**src/rtl/rtc_pkg.sv**
```systemverilog
// rtc_pkg: command codes, FSM encoding, step counts and time-word layout for the RTC sequencer.
// Latency: n/a (constants and pure functions only).
// Backpressure: n/a.
package rtc_pkg;

  // Write command codes, in the order a set transaction issues them.
  localparam logic [7:0] CMD_WR_UNPROT = 8'h80;
  localparam logic [7:0] CMD_WR_YEAR   = 8'h15;
  localparam logic [7:0] CMD_WR_MONTH  = 8'h14;
  localparam logic [7:0] CMD_WR_DATE   = 8'h13;
  localparam logic [7:0] CMD_WR_HOUR   = 8'h12;
  localparam logic [7:0] CMD_WR_MINUTE = 8'h11;
  localparam logic [7:0] CMD_WR_SECOND = 8'h10;
  localparam logic [7:0] CMD_WR_PROT   = 8'h08;

  // Read command codes, in the order a read transaction issues them.
  localparam logic [7:0] CMD_RD_SECOND = 8'h01;
  localparam logic [7:0] CMD_RD_MINUTE = 8'h02;
  localparam logic [7:0] CMD_RD_HOUR   = 8'h03;
  localparam logic [7:0] CMD_RD_DATE   = 8'h04;
  localparam logic [7:0] CMD_RD_MONTH  = 8'h05;
  localparam logic [7:0] CMD_RD_YEAR   = 8'h06;

  // Payloads of the write-protect control commands.
  localparam logic [7:0] DAT_UNPROT = 8'h00;
  localparam logic [7:0] DAT_PROT   = 8'h80;

  localparam int SET_STEPS = 8;
  localparam int RD_STEPS  = 6;

  // Bit offsets of each BCD field in the 48-bit time word.
  localparam int OFS_SECOND = 0;
  localparam int OFS_MINUTE = 8;
  localparam int OFS_HOUR   = 16;
  localparam int OFS_DATE   = 24;
  localparam int OFS_MONTH  = 32;
  localparam int OFS_YEAR   = 40;

  typedef enum logic [2:0] {
    ST_IDLE,
    ST_ISSUE,
    ST_WAIT,
    ST_GAP,
    ST_FINISH
  } state_t;

  function automatic logic [7:0] set_code(input logic [2:0] step);
    logic [7:0] c;
    case (step)
      3'd0:    c = CMD_WR_UNPROT;
      3'd1:    c = CMD_WR_YEAR;
      3'd2:    c = CMD_WR_MONTH;
      3'd3:    c = CMD_WR_DATE;
      3'd4:    c = CMD_WR_HOUR;
      3'd5:    c = CMD_WR_MINUTE;
      3'd6:    c = CMD_WR_SECOND;
      default: c = CMD_WR_PROT;
    endcase
    return c;
  endfunction

  function automatic logic [7:0] set_byte(input logic [2:0] step, input logic [47:0] t);
    logic [7:0] b;
    case (step)
      3'd0:    b = DAT_UNPROT;
      3'd1:    b = t[OFS_YEAR   +: 8];
      3'd2:    b = t[OFS_MONTH  +: 8];
      3'd3:    b = t[OFS_DATE   +: 8];
      3'd4:    b = t[OFS_HOUR   +: 8];
      3'd5:    b = t[OFS_MINUTE +: 8];
      3'd6:    b = t[OFS_SECOND +: 8];
      default: b = DAT_PROT;
    endcase
    return b;
  endfunction

  function automatic logic [7:0] rd_code(input logic [2:0] step);
    logic [7:0] c;
    case (step)
      3'd0:    c = CMD_RD_SECOND;
      3'd1:    c = CMD_RD_MINUTE;
      3'd2:    c = CMD_RD_HOUR;
      3'd3:    c = CMD_RD_DATE;
      3'd4:    c = CMD_RD_MONTH;
      default: c = CMD_RD_YEAR;
    endcase
    return c;
  endfunction

  function automatic int rd_ofs(input logic [2:0] step);
    int o;
    case (step)
      3'd0:    o = OFS_SECOND;
      3'd1:    o = OFS_MINUTE;
      3'd2:    o = OFS_HOUR;
      3'd3:    o = OFS_DATE;
      3'd4:    o = OFS_MONTH;
      default: o = OFS_YEAR;
    endcase
    return o;
  endfunction

endpackage

```
**src/rtl/rtc_period_timer.sv**
```systemverilog
// rtc_period_timer: free-running counter that emits a 1-cycle tick every READ_PERIOD cycles (never when READ_PERIOD is 0).
// Latency: first tick READ_PERIOD cycles after reset release, then every READ_PERIOD cycles.
// Backpressure: none; free-runs regardless of downstream state, ticks are never held.
module rtc_period_timer
  import rtc_pkg::*;
#(
  parameter int READ_PERIOD = 50_000_000
) (
  input  logic CLK,
  input  logic RSTn,
  output logic tick
);

  if (READ_PERIOD == 0) begin : g_off
    logic unused_clk_rst;
    assign unused_clk_rst = CLK ^ RSTn;
    assign tick = 1'b0;
  end else begin : g_on
    localparam logic [31:0] CNT_LAST = 32'(READ_PERIOD - 1);
    logic [31:0] cnt;

    // Count 0..READ_PERIOD-1 and wrap.
    always_ff @(posedge CLK or negedge RSTn) begin
      if (!RSTn)                cnt <= '0;
      else if (cnt == CNT_LAST) cnt <= '0;
      else                      cnt <= cnt + 32'd1;
    end

    assign tick = (cnt == CNT_LAST);
  end

endmodule

```
**src/rtl/rtc_sequencer.sv**
```systemverilog
// rtc_sequencer: runs complete RTC set/read transactions through the command block and publishes a coherent BCD time snapshot.
// Latency: first command code appears on the 2nd edge after a request is sampled; each command costs ISSUE + block time + one GAP.
// Backpressure: requests latch into pending flags while Busy; the command block paces steps via Cmd_Done_Sig, with a timeout abort.
module rtc_sequencer
  import rtc_pkg::*;
#(
  parameter int READ_PERIOD = 50_000_000,
  parameter int TIMEOUT     = 1_000_000
) (
  input  logic        CLK,
  input  logic        RSTn,
  input  logic        Set_Req,
  input  logic [47:0] Set_Time,
  input  logic        Read_Req,
  output logic [47:0] Time_Now,
  output logic        Time_Valid,
  output logic        Set_Done,
  output logic        Error,
  output logic        Busy,
  output logic [7:0]  Cmd_Start_Sig,
  output logic [7:0]  Cmd_Write_Data,
  input  logic        Cmd_Done_Sig,
  input  logic [7:0]  Cmd_Read_Data
);

  localparam logic [31:0] WAIT_LAST = 32'(TIMEOUT - 1);

  state_t      state, state_nxt;
  logic [2:0]  step;
  logic        is_set;
  logic [31:0] wait_cnt;
  logic        set_pend, rd_pend;
  logic [47:0] set_shadow;   // last requested set time
  logic [47:0] wr_time;      // frozen copy used by the running set
  logic [47:0] rd_shadow;    // bytes gathered by the running read
  logic        per_tick;

  logic        start_txn, take_set, enter_issue, done_hit, timeout_hit, last_step;
  logic [2:0]  issue_step;
  logic        issue_set;

  rtc_period_timer #(
    .READ_PERIOD(READ_PERIOD)
  ) u_period (
    .CLK (CLK),
    .RSTn(RSTn),
    .tick(per_tick)
  );

  // State register.
  always_ff @(posedge CLK or negedge RSTn) begin
    if (!RSTn) state <= ST_IDLE;
    else       state <= state_nxt;
  end

  // Next state plus the strobes that steer the datapath this cycle.
  always_comb begin
    state_nxt   = state;
    start_txn   = 1'b0;
    take_set    = 1'b0;
    done_hit    = 1'b0;
    timeout_hit = 1'b0;
    last_step   = is_set ? (step == 3'(SET_STEPS - 1)) : (step == 3'(RD_STEPS - 1));
    case (state)
      ST_IDLE: begin
        if (set_pend || rd_pend) begin
          state_nxt = ST_ISSUE;
          start_txn = 1'b1;
          take_set  = set_pend;   // sets win over reads
        end
      end
      ST_ISSUE: state_nxt = ST_WAIT;
      ST_WAIT: begin
        if (Cmd_Done_Sig) begin
          done_hit  = 1'b1;
          state_nxt = ST_GAP;
        end else if (wait_cnt == WAIT_LAST) begin
          timeout_hit = 1'b1;
          state_nxt   = ST_IDLE;
        end
      end
      ST_GAP:    state_nxt = last_step ? ST_FINISH : ST_ISSUE;
      ST_FINISH: state_nxt = ST_IDLE;
      default:   state_nxt = ST_IDLE;
    endcase
    enter_issue = (state_nxt == ST_ISSUE);
    issue_set   = start_txn ? take_set : is_set;
    issue_step  = start_txn ? 3'd0 : step + 3'd1;
  end

  // Pending flags, shadow registers, step index and wait counter.
  always_ff @(posedge CLK or negedge RSTn) begin
    if (!RSTn) begin
      set_pend   <= 1'b0;
      rd_pend    <= 1'b0;
      set_shadow <= '0;
      wr_time    <= '0;
      rd_shadow  <= '0;
      step       <= '0;
      is_set     <= 1'b0;
      wait_cnt   <= '0;
    end else begin
      if (Set_Req) set_shadow <= Set_Time;
      // A request arriving on the cycle its flag is consumed stays pending.
      set_pend <= Set_Req | (set_pend & ~(start_txn & take_set));
      rd_pend  <= Read_Req | per_tick | (rd_pend & ~(start_txn & ~take_set));
      if (start_txn) wr_time <= set_shadow;
      if (enter_issue) begin
        step     <= issue_step;
        is_set   <= issue_set;
        wait_cnt <= '0;
      end else if ((state == ST_WAIT) && !done_hit) begin
        wait_cnt <= wait_cnt + 32'd1;
      end
      if (done_hit && !is_set) rd_shadow[rd_ofs(step) +: 8] <= Cmd_Read_Data;
    end
  end

  // Registered outputs: command bus, status pulses, published time.
  always_ff @(posedge CLK or negedge RSTn) begin
    if (!RSTn) begin
      Cmd_Start_Sig  <= '0;
      Cmd_Write_Data <= '0;
      Time_Now       <= '0;
      Time_Valid     <= 1'b0;
      Set_Done       <= 1'b0;
      Error          <= 1'b0;
      Busy           <= 1'b0;
    end else begin
      Time_Valid <= 1'b0;
      Set_Done   <= 1'b0;
      Error      <= timeout_hit;
      Busy       <= (state_nxt != ST_IDLE);
      if (enter_issue) begin
        Cmd_Start_Sig  <= issue_set ? set_code(issue_step) : rd_code(issue_step);
        Cmd_Write_Data <= issue_set ? set_byte(issue_step, wr_time) : 8'h00;
      end else if (done_hit || timeout_hit) begin
        Cmd_Start_Sig  <= '0;
        Cmd_Write_Data <= '0;
      end
      if (state == ST_FINISH) begin
        if (is_set) begin
          Set_Done <= 1'b1;
        end else begin
          Time_Now   <= rd_shadow;
          Time_Valid <= 1'b1;
        end
      end
    end
  end

endmodule

```
**config.mk**
```make
export PLATFORM = sky130hd
export DESIGN_NAME = rtc_sequencer
export DESIGN_NICKNAME = d
export VERILOG_FILES = /design/src/rtl/rtc_pkg.sv /design/src/rtl/rtc_period_timer.sv /design/src/rtl/rtc_sequencer.sv
export SDC_FILE = /design/constraint.sdc
export NUM_CORES = 1
export LEC_CHECK = 0
export ABC_AREA = 0
export BUFFER_PORTS_ARGS = -buffer_cell sky130_fd_sc_hd__buf_4
export CAP_MARGIN = 30
export CORE_MARGIN = 8
export CORE_UTILIZATION = 45
export CTS_BUF_LIST = sky130_fd_sc_hd__clkbuf_16
export CTS_CLUSTER_SIZE = 12
export DETAILED_ROUTE_END_ITERATION = 10
export GPL_TIMING_DRIVEN = 0
export HOLD_SLACK_MARGIN = 0.06
export PLACE_DENSITY = 0.6
export SLEW_MARGIN = 25
export SYNTH_ARGS = -nofsm -noshare
export SYNTH_HDL_FRONTEND = slang
export SYNTH_SLANG_ARGS = --single-unit
```
**constraint.sdc**
```tcl
create_clock -name CLK -period 4.8 [get_ports CLK]
set_clock_uncertainty 0.15 [all_clocks]
set_input_delay 0.48 -clock CLK [delete_from_list [all_inputs] [get_ports CLK]]
set_output_delay 0.48 -clock CLK [all_outputs]
set_load 0.005 [all_outputs]
```
==> impl_metrics.env <==
export IMPL_status="completed"
export IMPL_die_x_um=181
export IMPL_critPathLaunchType="flop"
export IMPL_max_slew_margin=0.501
export IMPL_die_h_um=181
export IMPL_num_fill_cells=2381
export IMPL_arrival_ps=4090
export IMPL_path_buf_inv=3
export IMPL_fin_ws_ps=985
export IMPL_ys_ff_latch=283
export IMPL_numClockSinks=283
export IMPL_maxSlewViolCount=0
export IMPL_track_usage=0.168
export IMPL_finalCritPeriodShare=0.795
export IMPL_rows=60
export IMPL_pwr_share_clk=0.280
export IMPL_cpMaxStageDelayCell="nor2_2"
export IMPL_syn_inst=1046
export IMPL_p_int_mw=4.88
export IMPL_path_clk_slew_ps=60
export IMPL_insertion_delay_ps=540
export IMPL_ant_nets=0
export IMPL_dp_hpwl_um=19400
export IMPL_viasPerCell=5.17
export IMPL_fin_nets=1334
export IMPL_drc=0
export IMPL_cts_path_max_buffers=3
export IMPL_drt_initial_drc_count=457
export IMPL_comb_power_share=0.293
export IMPL_place_area_sq_um=13800
export IMPL_critPathRequiredTime_ps=5080
export IMPL_max_freq_mhz=262
export IMPL_crit_family="buffers and inverters"
export IMPL_max_stage_delay_ps=420
export IMPL_area_growth_pct=23.6
export IMPL_clk_root_buffer_cell="clkbuf_16"
export IMPL_synth_distinct_cells=61
export IMPL_p_sw_frac=0.333
export IMPL_htreeDepth=1
export IMPL_grt_pass1_vias=8633
export IMPL_fin_cells=1626
export IMPL_ys_seq_area_frac=0.576
export IMPL_finalHoldViolations=0
export IMPL_hp_start="Cmd_Read_Data[2]"
export IMPL_pwr_share_seq=0.426
export IMPL_portBuffers=125
export IMPL_worst_slew_pin_slew_ps=744
export IMPL_fin_setup_tns_ps=0
export IMPL_worstSetupPathType="flop to flop"
export IMPL_cts_resized=0
export IMPL_hp_class="primary input to flop"
export IMPL_p_sw_mw=2.44
export IMPL_worst_path_max_fanout=12
export IMPL_synth_area_sq_um=12300
export IMPL_dieArea_sq_um=32900
export IMPL_ir_drop_mv=0.297
export IMPL_placed_cells=1516
export IMPL_final_util=0.566
export IMPL_cts_tree="built"
export IMPL_antenna_found_initial=0
export IMPL_routabilityCongestion=0.831
export IMPL_p_leak_nw=7.34
export IMPL_synth_edf_count=0
export IMPL_crit_path_end_kind="flop"
export IMPL_rsz0062_at_grt="false"
export IMPL_grt_pass1_wl_um=46200
export IMPL_pre_cts_slack_ps=1010
export IMPL_drt_total_wl_um=27800
export IMPL_synthFlopType="dfrtp_1"
export IMPL_cap_viol_max_count=0
export IMPL_cp_cell_sequence="clkbuf_1 > clkinv_1 > clkbuf_1 > ha_1 > nor4_1 > nor2_1 > ha_1 > nand3_1 > nor2_2 > mux2_2"
export IMPL_core_area_sq_um=26900
export IMPL_yosys_warnings=0
export IMPL_diodes=0
export IMPL_p_per_area_nw_per_um2=482
export IMPL_cts_buffers=30
export IMPL_via_count=8408
export IMPL_cp_startpoint="step[0]$_DFFE_PN0N_"
export IMPL_first_pass_iters=4
export IMPL_cts_setup_buffers=0
export IMPL_setup_viol=0
export IMPL_start_util=0.458
export IMPL_synth_area_top_cells="dfrtp_1, mux2_2, nand2_1"
export IMPL_yosysTopAreaCellShare=0.576
export IMPL_fin_crit_ps=3810
export IMPL_drive_gt1_frac=0.265
export IMPL_r2r_start="step[0]$_DFFE_PN0N_"
export IMPL_syn_area_per_cell_sq_um=11.8
export IMPL_grt_max_degree=90
export IMPL_wl_per_cell_um=17.1
export IMPL_design_area_sq_um=15200
export IMPL_synthArstFlopShare=1.00
export IMPL_overflow=0
export IMPL_yosysTopAreaCell="dfrtp_1"
export IMPL_io_pins=129
==> layer usage <==
metal | vias up | GRT usage | routed length [um]
met5 | - | 0 | 0
met4 | 0 | 0.0374 | 486
met3 | 36 | 0.0339 | 1390
met2 | 176 | 0.265 | 12500
met1 | 4142 | 0.237 | 13400
li1 | 4054 | - | -
==> registers in the layout (all words and copies together), names as in the netlist <==
register and cells:
set_pend 1, Cmd_Write_Data 8, u_period.g_on.cnt 32, Error 1
Busy 1, rd_pend 1, set_shadow 48, Time_Valid 1
wait_cnt 32, Time_Now 48, Cmd_Start_Sig 6, Set_Done 1
state 3, step 3, wr_time 48, is_set 1
rd_shadow 48
==> layout make-up <==
type                       count  area [sq um]  area share
clock buffer                  31           776      0.0510
timing repair buffer         185          1600       0.105
tap                          341           427      0.0281
inverter                      15          56.3     0.00370
clock inverter                22          92.6     0.00609
multi-input combinational    698          4940       0.325
sequential                   283          7080       0.466
buffer                        51           226      0.0149
==> cells by family after synthesis <==
family                     synth area share
adders and majority gates           0.00915
DFF                                   0.576
buffers and inverters                0.0230
xor gates and xnor gates             0.0420
other                              0.000305
muxes                                 0.145
AOI/OAI and AO/OA                    0.0437
and+or+nand+nor                       0.161
==> layout by cell type (no fill, tap or decap), drive strengths merged, types with 27 or more instances in the layout <==
cell / Yosys / routed
xor2: 29 / 29
inv: 14 / 27
nand2: 176 / 176
dfrtp: 283 / 283
dlygate4sd3: 0 / 57
nand3: 31 / 31
nor2: 77 / 77
clkbuf: 28 / 59
mux2: 141 / 141
xnor2: 30 / 30
buf: 23 / 151
==> power by group through the flow <==
stage	clock [mW]	sequential, mW	combinational (mW)
after CTS	2.12	3.12	2.17
after detailed placement	0	3.16	2.13
final	2.05	3.12	2.15
after global routing	2.21	3.17	2.42
after global placement	0	3.15	2.09
after floorplan	0	3.05	1.49
==> cells in the mapped netlist (all sizes together), types with 4 or more instances <==
master / number
o21ai: 7
a21oi: 21
buf: 23
nor2: 77
a31oi: 4
or3: 5
and4: 10
nor4b: 6
and2: 12
nand2: 176
inv: 14
a221oi: 6
dfrtp: 283
o2bb2ai: 4
nand4: 20
nor4: 17
xnor2: 30
clkbuf: 28
nor2b: 5
ha: 9
a22o: 16
nor3: 18
mux2: 141
xor2: 29
mux2i: 12
and3: 13
nand3: 31
==> worst paths after layout <==
| check | cells past startpoint | to | slack [ps] |
|---|---|---|---|
| max | 10 | rd_shadow[27]$_DFFE_PN0P_ | 990 |
| min | 2 | rd_shadow[18]$_DFFE_PN0P_ | 100 |
| max reg2reg | 10 | rd_shadow[27]$_DFFE_PN0P_ | 990 |
| min reg2reg | 2 | wr_time[12]$_DFFE_PN0P_ | 310 |
| max in group asynchronous | 3 | set_shadow[34]$_DFFE_PN0P_ | 3340 |
| min in group asynchronous | 2 | wait_cnt[26]$_DFFE_PN0P_ | 320 |
==> timing repair <==
item,CTS,global route
endpoints found under the hold margin,125,0
endpoints found under the setup margin,0,0
hold buffers,57,0
==> stage by stage <==
step / hold WS [ps] / power (mW)
final: 96.8 / 7.32
after global routing: 85.8 / 7.81
after CTS: 67.7 / 7.42
after detailed placement: 303 / 5.29
after global placement: 297 / 5.25
after floorplan: 34.4 / 4.55
(Power assumes the default switching activity.)
